**config.mk**
```make
export PLATFORM = sky130hd
export DESIGN_NAME = mpeg_stream_feeder
export DESIGN_NICKNAME = d
export VERILOG_FILES = /design/src/rtl/mpeg_stream_feeder.sv
export SDC_FILE = /design/constraint.sdc
export NUM_CORES = 1
export LEC_CHECK = 0
export CORE_ASPECT_RATIO = 1.25
export CORE_MARGIN = 2
export CORE_UTILIZATION = 51
export DETAILED_ROUTE_END_ITERATION = 6
export PLACE_DENSITY = 0.81
export SLEW_MARGIN = 20
export SYNTH_ARGS = -nofsm -noshare
export SYNTH_HDL_FRONTEND = slang
export SYNTH_SLANG_ARGS = --single-unit
```
**constraint.sdc**
```tcl
create_clock -name sys_clk -period 2.9 [get_ports sys_clk]
set_clock_uncertainty 0.15 [all_clocks]
set_input_delay 0.725 -clock sys_clk [delete_from_list [all_inputs] [get_ports sys_clk]]
set_output_delay 0.725 -clock sys_clk [all_outputs]
set_load 0.1 [all_outputs]
```
**src/rtl/mpeg_stream_feeder.sv**
```systemverilog
// Compressed-byte feeder for the mpeg2video decoder: buffers source bytes,
// runs the decoder register init sequence after reset, and services flushes.
module mpeg_stream_feeder #(
    parameter int unsigned DEPTH      = 16,
    parameter logic [4:0]  INIT_ADDR0 = 5'd0,
    parameter logic [31:0] INIT_DATA0 = 32'h0,
    parameter logic [4:0]  INIT_ADDR1 = 5'd1,
    parameter logic [31:0] INIT_DATA1 = 32'h0,
    parameter logic [4:0]  FLUSH_ADDR = 5'd2,
    parameter logic [31:0] FLUSH_DATA = 32'h1
) (
    input  logic                     sys_clk,
    input  logic                     RESET_N,
    input  logic [7:0]               src_data,
    input  logic                     src_valid,
    output logic                     src_ready,
    input  logic                     flush,
    input  logic                     busy,
    output logic [7:0]               stream_data,
    output logic                     stream_valid,
    output logic [4:0]               reg_addr,
    output logic [31:0]              reg_dta_in,
    output logic                     reg_wr_en,
    output logic                     init_done,
    output logic [$clog2(DEPTH):0]   level,
    output logic [31:0]              byte_count
);

    localparam int unsigned AW = $clog2(DEPTH);
    localparam int unsigned LW = AW + 1;

    typedef enum logic [2:0] {INIT0, INIT1, STREAM, FLUSH, FLUSHWR} state_t;

    state_t        state_q, state_d;
    logic [1:0]    rst_sync;
    logic          en;
    logic          flush_pend_q, flush_pend_d;
    logic          do_pop;
    logic          push;
    logic          wr_d;
    logic [4:0]    addr_d;
    logic [31:0]   data_d;
    logic [AW-1:0] wr_ptr, rd_ptr;
    logic [7:0]    mem [DEPTH];

    assign en        = rst_sync[1];
    assign src_ready = en && (level < LW'(DEPTH)) && (state_q != FLUSH) && (state_q != FLUSHWR);
    assign push      = src_valid && src_ready;

    // Two-flop synchroniser so the FSM leaves reset cleanly after deassertion
    always_ff @(posedge sys_clk or negedge RESET_N) begin
        if (!RESET_N) rst_sync <= 2'b00;
        else          rst_sync <= {rst_sync[0], 1'b1};
    end

    // State, pending-flush and init flag registers
    always_ff @(posedge sys_clk or negedge RESET_N) begin
        if (!RESET_N) begin
            state_q      <= INIT0;
            flush_pend_q <= 1'b0;
            init_done    <= 1'b0;
        end else begin
            state_q      <= state_d;
            flush_pend_q <= flush_pend_d;
            if (en && state_q == INIT1) init_done <= 1'b1;
        end
    end

    // Next-state, pop decision and register-bus values
    always_comb begin
        state_d      = state_q;
        flush_pend_d = flush_pend_q;
        do_pop       = 1'b0;
        wr_d         = 1'b0;
        addr_d       = reg_addr;
        data_d       = reg_dta_in;
        if (en) begin
            case (state_q)
                INIT0: begin
                    wr_d    = 1'b1;
                    addr_d  = INIT_ADDR0;
                    data_d  = INIT_DATA0;
                    state_d = INIT1;
                    if (flush) flush_pend_d = 1'b1;
                end
                INIT1: begin
                    wr_d    = 1'b1;
                    addr_d  = INIT_ADDR1;
                    data_d  = INIT_DATA1;
                    state_d = STREAM;
                    if (flush) flush_pend_d = 1'b1;
                end
                STREAM: begin
                    if (flush || flush_pend_q) begin
                        state_d      = FLUSH;
                        flush_pend_d = 1'b0;
                    end else if (level != '0 && !busy) begin
                        do_pop = 1'b1;
                    end
                end
                FLUSH: state_d = FLUSHWR;
                FLUSHWR: begin
                    wr_d    = 1'b1;
                    addr_d  = FLUSH_ADDR;
                    data_d  = FLUSH_DATA;
                    state_d = STREAM;
                end
                default: state_d = INIT0;
            endcase
        end
    end

    // Registered decoder register-bus outputs
    always_ff @(posedge sys_clk or negedge RESET_N) begin
        if (!RESET_N) begin
            reg_wr_en  <= 1'b0;
            reg_addr   <= 5'd0;
            reg_dta_in <= 32'd0;
        end else begin
            reg_wr_en  <= wr_d;
            reg_addr   <= addr_d;
            reg_dta_in <= data_d;
        end
    end

    // FIFO storage; contents are don't-care once pointers are reset
    always_ff @(posedge sys_clk) begin
        if (push) mem[wr_ptr] <= src_data;
    end

    // FIFO pointers, occupancy, output byte and issued-byte counter
    always_ff @(posedge sys_clk or negedge RESET_N) begin
        if (!RESET_N) begin
            wr_ptr       <= '0;
            rd_ptr       <= '0;
            level        <= '0;
            byte_count   <= 32'd0;
            stream_valid <= 1'b0;
            stream_data  <= 8'd0;
        end else if (state_q == FLUSH) begin
            wr_ptr       <= '0;
            rd_ptr       <= '0;
            level        <= '0;
            byte_count   <= 32'd0;
            stream_valid <= 1'b0;
        end else begin
            stream_valid <= do_pop;
            if (push) wr_ptr <= wr_ptr + AW'(1);
            if (do_pop) begin
                rd_ptr      <= rd_ptr + AW'(1);
                stream_data <= mem[rd_ptr];
                byte_count  <= byte_count + 32'd1;
            end
            case ({push, do_pop})
                2'b10:   level <= level + LW'(1);
                2'b01:   level <= level - LW'(1);
                default: level <= level;
            endcase
        end
    end

endmodule

```
# --- After elaboration in Yosys (flattened, before gate mapping) ---
# Memory sizes are Yosys's and may differ from the RTL's. A register that Yosys moved wholly into a read port is not among the register bits.
# Index checks and enable logic that the tools add are counted.
totals:
  out_inout_bits: 86
  inputBits: 13
  reg_bits: 91
  mem_bits_rw: 128
  n_memories: 1
  wordCells: 79
mem_list:
  columns: ["memory", "depth", "width", "rd", "rd_ports_with_merged_regs", "write_ports", "line_no", "source"]
  rows:
  - ["mem", 16, 8, 1, 1, 1, "44", "logic [7:0] mem [DEPTH];"]
classes:
  eq_ne: 10
  n_mux: 24
  magnitude_cmp: 1
  reduce_logical: 25
  n_bitwise: 1
  addsub: 5
op_table:
  columns: ["op", "n"]
  rows:
  - ["$mux 32", 2]
  - ["$pmux 32 s2", 1]
  - ["$add 32x1->32 const B", 1]
  - ["$mux 4", 4]
  - ["$pmux 5 s3", 1]
  - ["$pmux 3 s4", 1]
  - ["$mux 1", 11]
  - ["$pmux 5 s2", 1]
  - ["$add 4x1->4 const B", 2]
  - ["$reduce_and 2->1", 4]
  - ["$reduce_bool 2->1", 4]
  - ["$eq 3x2->1 const B", 2]
  - ["$logic_and 1x1->1", 6]
  - ["$reduce_bool 3->1", 2]
  - ["$add 5x1->5 const B", 1]
  - ["$lt 5x5->1 const B", 1]
  - ["$mux 5", 1]
  - ["$reduce_bool 5->1", 1]
  - ["$sub 5x1->5 const B", 1]
  - ["$reduce_and 4->1", 1]
  - ["$reduce_or 2->1", 2]
  - ["$eq 3x1->1 const B", 1]
  - ["$eq 3x3->1 const B", 1]
  - ["$logic_not 3->1", 1]
  - ["other kinds (12)", 13]

# --- Logic depth before layout (Yosys ltp) ---
# Gate-level depths: netlist of run 1.
depth:
  ltp_word: 9
  ltp_mapped: 11
  depth_no_buf: 9

# --- Worst setup path after synthesis of run 1 ---
# No wires, ideal clock.
synth_timing:
  path_type: "register to output"
  from: "register level[4]"
  to: "output src_ready"
  required_ps: 2025
  path_slack_ps: -1788
  t_arrival_ps: 3813
  n_path_buf: 0
  path_stages_with_launch: 2
  cell_sequence: "dfrtp_1 nor4_1"
synth_between:
  elab_chain_len: 4
synth_lines:
  columns: ["item", "line_no", "source"]
  rows:
  - ["from (decl)", "25", "output logic [$clog2(DEPTH):0] level,"]
  - ["from (signal assigned)", "155", "2'b10: level <= level + LW'(1);"]
  - ["from (signal assigned)", "156", "2'b01: level <= level - LW'(1);"]
  - ["from (signal assigned)", "157", "default: level <= level;"]
  - ["$lt 5x5->1", "47", "assign src_ready = en && (level < LW'(DEPTH)) && (state_q != FLUSH) && (state_q != FLUSHWR);"]
  - ["$logic_and 1x1->1 (3 in a row)", "47", null]
  - ["to (decl)", "16", "output logic src_ready,"]
# No other way between the ends.

# --- Worst setup path in the final report of run 1 ---
layout_timing:
  from: "input flush"
  to: "register level[4]"
layout_between:
  elab_chain_len: 7
  word_cells_on_any_way: 9
  classes_between: "eq/ne (2); mux (5); reduce/logical (2)"
layout_lines:
  columns: ["item", "line_no", "source"]
  rows:
  - ["from (decl)", "17", "input logic flush,"]
  - ["$logic_or 1x1->1 *", "94", "if (flush || flush_pend_q) begin"]
  - ["$mux 1 *", "94", null]
  - ["$mux 1 *", "78", "case (state_q)"]
  - ["$mux 1 *", "77", "if (en) begin"]
  - ["$eq 2x1->1 or $eq 2x2->1 (tied branches)", "154", "case ({push, do_pop})"]
  - ["$pmux 5 s2", "154", null]
  - ["$mux 5", "140", "end else if (state_q == FLUSH) begin"]
# Mark *: on every way between the ends. The rest lies on a longest branch, timed or not.
# A chain may end at the register's enable or synchronous reset.

==> results of run 1 <==
-- power groups by stage --
stage | registers (mW) | clock network, mW | logic (mW)
floorplan | 4.07 | 0 | 1.14
global placement | 3.39 | 0 | 2.33
detailed placement | 3.42 | 0 | 2.39
CTS | 3.36 | 2.38 | 2.40
global route | 3.39 | 2.47 | 2.52
finish | 3.37 | 2.35 | 2.39
-- placed cells by master, fill, tap and decap left out, types with 12 or more instances in the layout --
cell,count
edfxtp_1,128
buf_4,87
dfrtp_1,60
nand2_1,53
mux4_2,40
nor2_1,35
conb_1,35
a21oi_1,19
clkbuf_16,17
inv_1,16
nand3_1,13
xnor2_1,12
o21ai_0,12
-- flip-flops by register name, summed over array words and instances (netlist names) --
name          flops
mem             128
byte_count       32
stream_data       8
level             5
rd_ptr            4
wr_ptr            4
state_q           3
reg_addr          2
rst_sync          2
flush_pend_q      1
init_done         1
reg_dta_in        1
reg_wr_en         1
stream_valid      1
-- kinds of logic after synthesis --
kind of cell | count (synthesis) | synth area share
flip-flops | 193 | 0.647
AND/OR/NAND/NOR | 180 | 0.111
buffers and inverters | 81 | 0.0530
AO/OA/AOI/OAI | 60 | 0.0455
multiplexers | 44 | 0.112
XOR/XNOR | 18 | 0.0187
adder cells (fa/ha/maj) | 8 | 0.0118
other | 2 | 0.000889
-- layout make-up --
class | count | share of cell area
clock buffers | 17 | 0.0425
clock inverters | 15 | 0.0184
inverters | 17 | 0.00637
flip-flops and latches | 193 | 0.547
repair buffers | 106 | 0.0907
well taps | 216 | 0.0270
multi-input cells | 345 | 0.268
-- routing by layer --
metal / global-route usage / part of all wire / vias to the layer above
met1: 0.253 / 0.38 / 2599
met5: 0 / 0 / -
met4: 0.0804 / 0.021 / 0
met3: 0.0394 / 0.051 / 32
met2: 0.377 / 0.54 / 200
li1: - / - / 2333
-- final timing paths --
kind / cells after the start / end / slack (ns)
setup / recovery: 10 / level[4] / 0.06
hold / removal: 2 / byte_count[21] / 0.15
setup reg to reg: 9 / level[4] / 0.10
hold reg to reg: 0 / rst_sync[1] / 0.21
max in group asynchronous: 2 / rd_ptr[0] / 2.13
min in group sys_clk: 0 / rst_sync[1] / 0.21
-- critical path, stage by stage --
cell and delay [ns]:
clkdlybuf4s50_1 0.46, nor4b_4 0.28, o211ai_2 0.19, nor2_2 0.21, xnor2_1 0.11, ha_2 0.19
or3_1 0.33, a21oi_2 0.18, a221oi_1 0.10, a211oi_1 0.24
-- Yosys cell counts (all sizes together), types with 13 or more instances --
cell type / count / area [sq um]
inv: 17 / 63.8
clkbuf: 17 / 63.8
mux4: 40 / 901
a21oi: 20 / 100
nand3: 13 / 65.1
nand2: 53 / 199
buf: 47 / 320
edfxtp: 128 / 3840
dfrtp: 65 / 1630
nor2: 36 / 135
-- through the flow --
stage          total power, mW   util
2_1_floorplan             5.21      -
3_3_place_gp              5.72  0.581
3_5_place_dp              5.81  0.581
4_1_cts                   8.15  0.618
5_1_grt                   8.39  0.618
6_report                  8.11  0.618
==> flow_metrics.env, run 1 <==
export IMPL_status="complete, no violations"
export IMPL_leakage_nw=3.80
export IMPL_worst_pin_slew_ns=0.615
export IMPL_syn2layout_area_growth_pct=18.5
export IMPL_vdd_drop_max_mv=0.419
export IMPL_first_global_vias=5266
export IMPL_final_setup_tns_ns=0
export IMPL_synthArstFlopShare=0.337
export IMPL_post_cts_buffers=0
export IMPL_internal_power_mw=5.03
export IMPL_initial_core_util=0.522
export IMPL_placed_cells=877
export IMPL_cap_violations=0
export IMPL_clk_latency_ns=0.44
export IMPL_place_area_sq_um=9410
export IMPL_die_area_sq_um=17600
export IMPL_drtAntennaViolNets=0
export IMPL_r2r_start="level[4]"
export IMPL_regArea_sq_um=5480
export IMPL_power_frac_clock=0.290
export IMPL_place_hpwl_microns=12000
export IMPL_port_buffers=64
export IMPL_die_w_microns=119
export IMPL_cts_tree="done"
export IMPL_num_vias=5164
export IMPL_period_share=0.979
export IMPL_overflow=0
export IMPL_fin_cells=909
export IMPL_place_ws_ns=-0.368
export IMPL_grt_max_degree=66
export IMPL_io_pins=99
export IMPL_setup_viol_count_final=0
export IMPL_dr_first_iter_drc_count=495
export IMPL_routed_wl_microns=17800
export IMPL_die_h_microns=148
export IMPL_rsz0062_at_grt="false"
export IMPL_via_per_inst=5.68
export IMPL_diodes=0
export IMPL_syn_avg_cell_area_sq_um=14.4
export IMPL_synth_edf_count=128
export IMPL_fmax_ghz=0.352
export IMPL_cts_buffers=17
export IMPL_synth_area_sq_um=8450
export IMPL_hold_worst_slack_ns=0.150
export IMPL_antenna_found_initial=0
export IMPL_ys_flop_type="edfxtp_1"
export IMPL_routedWlPerCell_microns=19.5
export IMPL_p_sw_mw=3.09
export IMPL_nets=701
export IMPL_drive_above_1_share=0.266
export IMPL_worst_slack_ns=0.0606
export IMPL_relSlewSlack=0.590
export IMPL_clk_pin_slew_ns=0.08
export IMPL_crit_path_end_kind="flop"
export IMPL_cts_root_buffer="clkbuf_16"
export IMPL_ys_types=56
export IMPL_yosys_warnings=0
export IMPL_netSwitchingFraction=0.381
export IMPL_worstSetupPathType="input pin to flop"
export IMPL_pwr_share_seq=0.415
export IMPL_critical_path_arrival_ns=3.01
export IMPL_track_usage=0.211
export IMPL_cts_sinks=193
export IMPL_comb_power_share=0.295
export IMPL_path_max_fanout=4
export IMPL_firstDrtPassIters=5
export IMPL_hold_buffers=0
export IMPL_drv_slew=0
export IMPL_crit_path_start="flush"
export IMPL_htreeDepth=4
export IMPL_coreArea_sq_um=16200
export IMPL_cts_resized=0
export IMPL_clk_path_buf_depth=2
export IMPL_power_density_nw_per_um2=810
export IMPL_hold_viol=0
export IMPL_multi_input_area_sq_um=2690
export IMPL_timing_final_crit_period_ns=2.84
export IMPL_gp_congestion=0.848
export IMPL_yosysSeqAreaShare=0.647
export IMPL_fill_cells=1138
export IMPL_start_kind="input pin"
export IMPL_stdcell_area_sq_um=10000
export IMPL_synth_cells=586
export IMPL_grt_pass1_wl_microns=28300
export IMPL_hp_class="input pin to async pin"
export IMPL_num_rows=52
export IMPL_ys_ff_latch=193
export IMPL_required_ns=3.07
export IMPL_drcViolationCount=0
Note: power is estimated with default switching activity, not from simulation.
==> inputs of run 2 (changes only) <==
--- a/config.mk
+++ b/config.mk
@@ -5,7 +5,6 @@
 export SDC_FILE = /design/constraint.sdc
 export NUM_CORES = 1
 export LEC_CHECK = 0
-export CORE_ASPECT_RATIO = 1.25
 export CORE_MARGIN = 2
 export CORE_UTILIZATION = 51
 export DETAILED_ROUTE_END_ITERATION = 6
==> flow_metrics.env, run 2 (synthesis results as in run 1) <==
export IMPL_status="complete, no violations"
export IMPL_firstDrtPassIters=7
export IMPL_grt_max_degree=36
export IMPL_syn2layout_area_growth_pct=18.7
export IMPL_hp_class="flop to flop"
export IMPL_dr_first_iter_drc_count=447
export IMPL_first_global_vias=5395
export IMPL_drv_slew=0
export IMPL_fmax_ghz=0.359
export IMPL_cap_violations=0
export IMPL_overflow=0
export IMPL_required_ns=3.08
export IMPL_initial_core_util=0.515
export IMPL_coreArea_sq_um=16400
export IMPL_setup_viol_count_final=0
export IMPL_nets=703
export IMPL_final_common_cell="edfxtp_1"
export IMPL_place_hpwl_microns=12400
export IMPL_die_h_microns=133
export IMPL_top_usage_layer="met2"
export IMPL_met2_usage=0.378
export IMPL_vdd_drop_max_mv=0.463
export IMPL_critical_path_arrival_ns=2.97
export IMPL_place_area_sq_um=9440
export IMPL_start_kind="input pin"
export IMPL_final_cell_mix="edfxtp_1 (128), buf_4 (88), dfrtp_1 (60)"
export IMPL_fill_cells=1137
export IMPL_crit_path_end_kind="flop"
export IMPL_htreeDepth=4
export IMPL_reg_top3="mem x128, byte_count x32, stream_data x8"
export IMPL_cts_tree="done"
export IMPL_fin_cells=915
export IMPL_worstSetupPathType="input pin to flop"
export IMPL_place_ws_ns=-0.318
export IMPL_routedWlPerCell_microns=20.9
export IMPL_power_mw=8.10
export IMPL_hold_buffers=0
export IMPL_fin_util=0.611
export IMPL_num_rows=47
export IMPL_clk_path_buf_depth=2
export IMPL_gp_congestion=0.832
export IMPL_relSlewSlack=0.475
export IMPL_rsz0062_at_grt="false"
export IMPL_num_vias=5322
export IMPL_hold_viol=0
export IMPL_cp_cell_sequence="clkdlybuf4s50_1, nor4b_4, o211ai_4, nor2_2, xnor2_1, ha_2, or3_1, a21oi_2, a221oi_1, a211oi_1"
export IMPL_port_buffers=64
export IMPL_use_met3=0.0552
export IMPL_drtAntennaViolNets=0
export IMPL_drcViolationCount=0
export IMPL_largest_reg_flops=128
export IMPL_track_usage=0.229
export IMPL_cp_slowest_cell="clkdlybuf4s50_1"
export IMPL_clk_pin_slew_ns=0.07
export IMPL_via_per_inst=5.82
export IMPL_worst_slack_ns=0.111
export IMPL_timing_final_crit_period_ns=2.79
export IMPL_use_met1=0.297
export IMPL_antenna_found_initial=0
export IMPL_path_max_fanout=5
export IMPL_stdcell_area_sq_um=10000
export IMPL_worst_pin_slew_ns=0.788
export IMPL_period_share=0.962
export IMPL_io_pins=99
export IMPL_clk_latency_ns=0.44
export IMPL_die_w_microns=133
export IMPL_drive_above_1_share=0.266
export IMPL_cts_root_buffer="clkbuf_16"
export IMPL_placed_cells=883
export IMPL_cts_buffers=17
export IMPL_cts_sinks=193
export IMPL_diodes=0
export IMPL_routed_wl_microns=19100
export IMPL_power_density_nw_per_um2=808
export IMPL_leakage_nw=3.80
export IMPL_regMostFlops="mem"
export IMPL_grt_pass1_wl_microns=30400
export IMPL_cpPeakStageDelay_ns=0.46
export IMPL_die_area_sq_um=17600
## run 2: worst max-delay path, delay by kind of cell
kind	cells	cell delay [ns]
XOR/XNOR	1	0.09
AO/OA/AOI/OAI	4	0.64
AND/OR/NAND/NOR	3	0.85
buffers and inverters	1	0.46
adder cells (fa/ha/maj)	1	0.19
## run 2: path summary, 6_finish.rpt
| path | end | startpoint | cells past startpoint | slack [ns] |
|---|---|---|---|---|
| worst min-delay path | rst_sync[1] | rst_sync[0] | 0 | 0.20 |
| worst max-delay path | level[4] | flush | 10 | 0.11 |
| max in group asynchronous | rd_ptr[0] | RESET_N | 2 | 1.73 |
| worst min register to register | rst_sync[1] | rst_sync[0] | 0 | 0.20 |
| worst max register to register | level[4] | level[4] | 9 | 0.13 |
| min in group asynchronous | flush_pend_q | RESET_N | 1 | 0.22 |
## run 2: routing by layer
metal / share of wire / wire (microns) / vias up
met3: 0.072 / 1370 / 44
met5: 0 / 0 / -
met1: 0.39 / 7540 / 2671
li1: - / - / 2340
met2: 0.51 / 9710 / 267
met4: 0.025 / 485 / 0
## run 2: final cells by class
type	instances	area (sq um)	share of cell area
Clock buffer	17	425	0.0424
Clock inverter	15	154	0.0153
Inverter	17	63.8	0.00636
Multi-Input combinational cell	345	2690	0.269
Sequential cell	193	5480	0.547
Tap cell	220	275	0.0274
Timing Repair Buffer	108	936	0.0933
## run 2: metrics by stage
step,hold WS (ns),TNS (ns)
after floorplan,0.181,0
after global routing,0.224,0
after global placement,0.182,-4.59
after detailed placement,0.187,-6.70
final,0.200,0
after CTS,0.202,0
## run 2: power breakdown
part | total, mW | internal (mW) | switching (mW) | leakage, nW
registers | 3.41 | 3.16 | 0.243 | 2.02
logic | 2.42 | 0.705 | 1.71 | 1.50
clock network | 2.28 | 1.15 | 1.13 | 0.286
total | 8.10 | 5.02 | 3.08 | 3.80
## run 2: timing repair
action,in CTS,in global routing
setup endpoints to repair,0,1
hold endpoints to repair,0,0
setup buffers,0,0
gates resized for setup,0,1
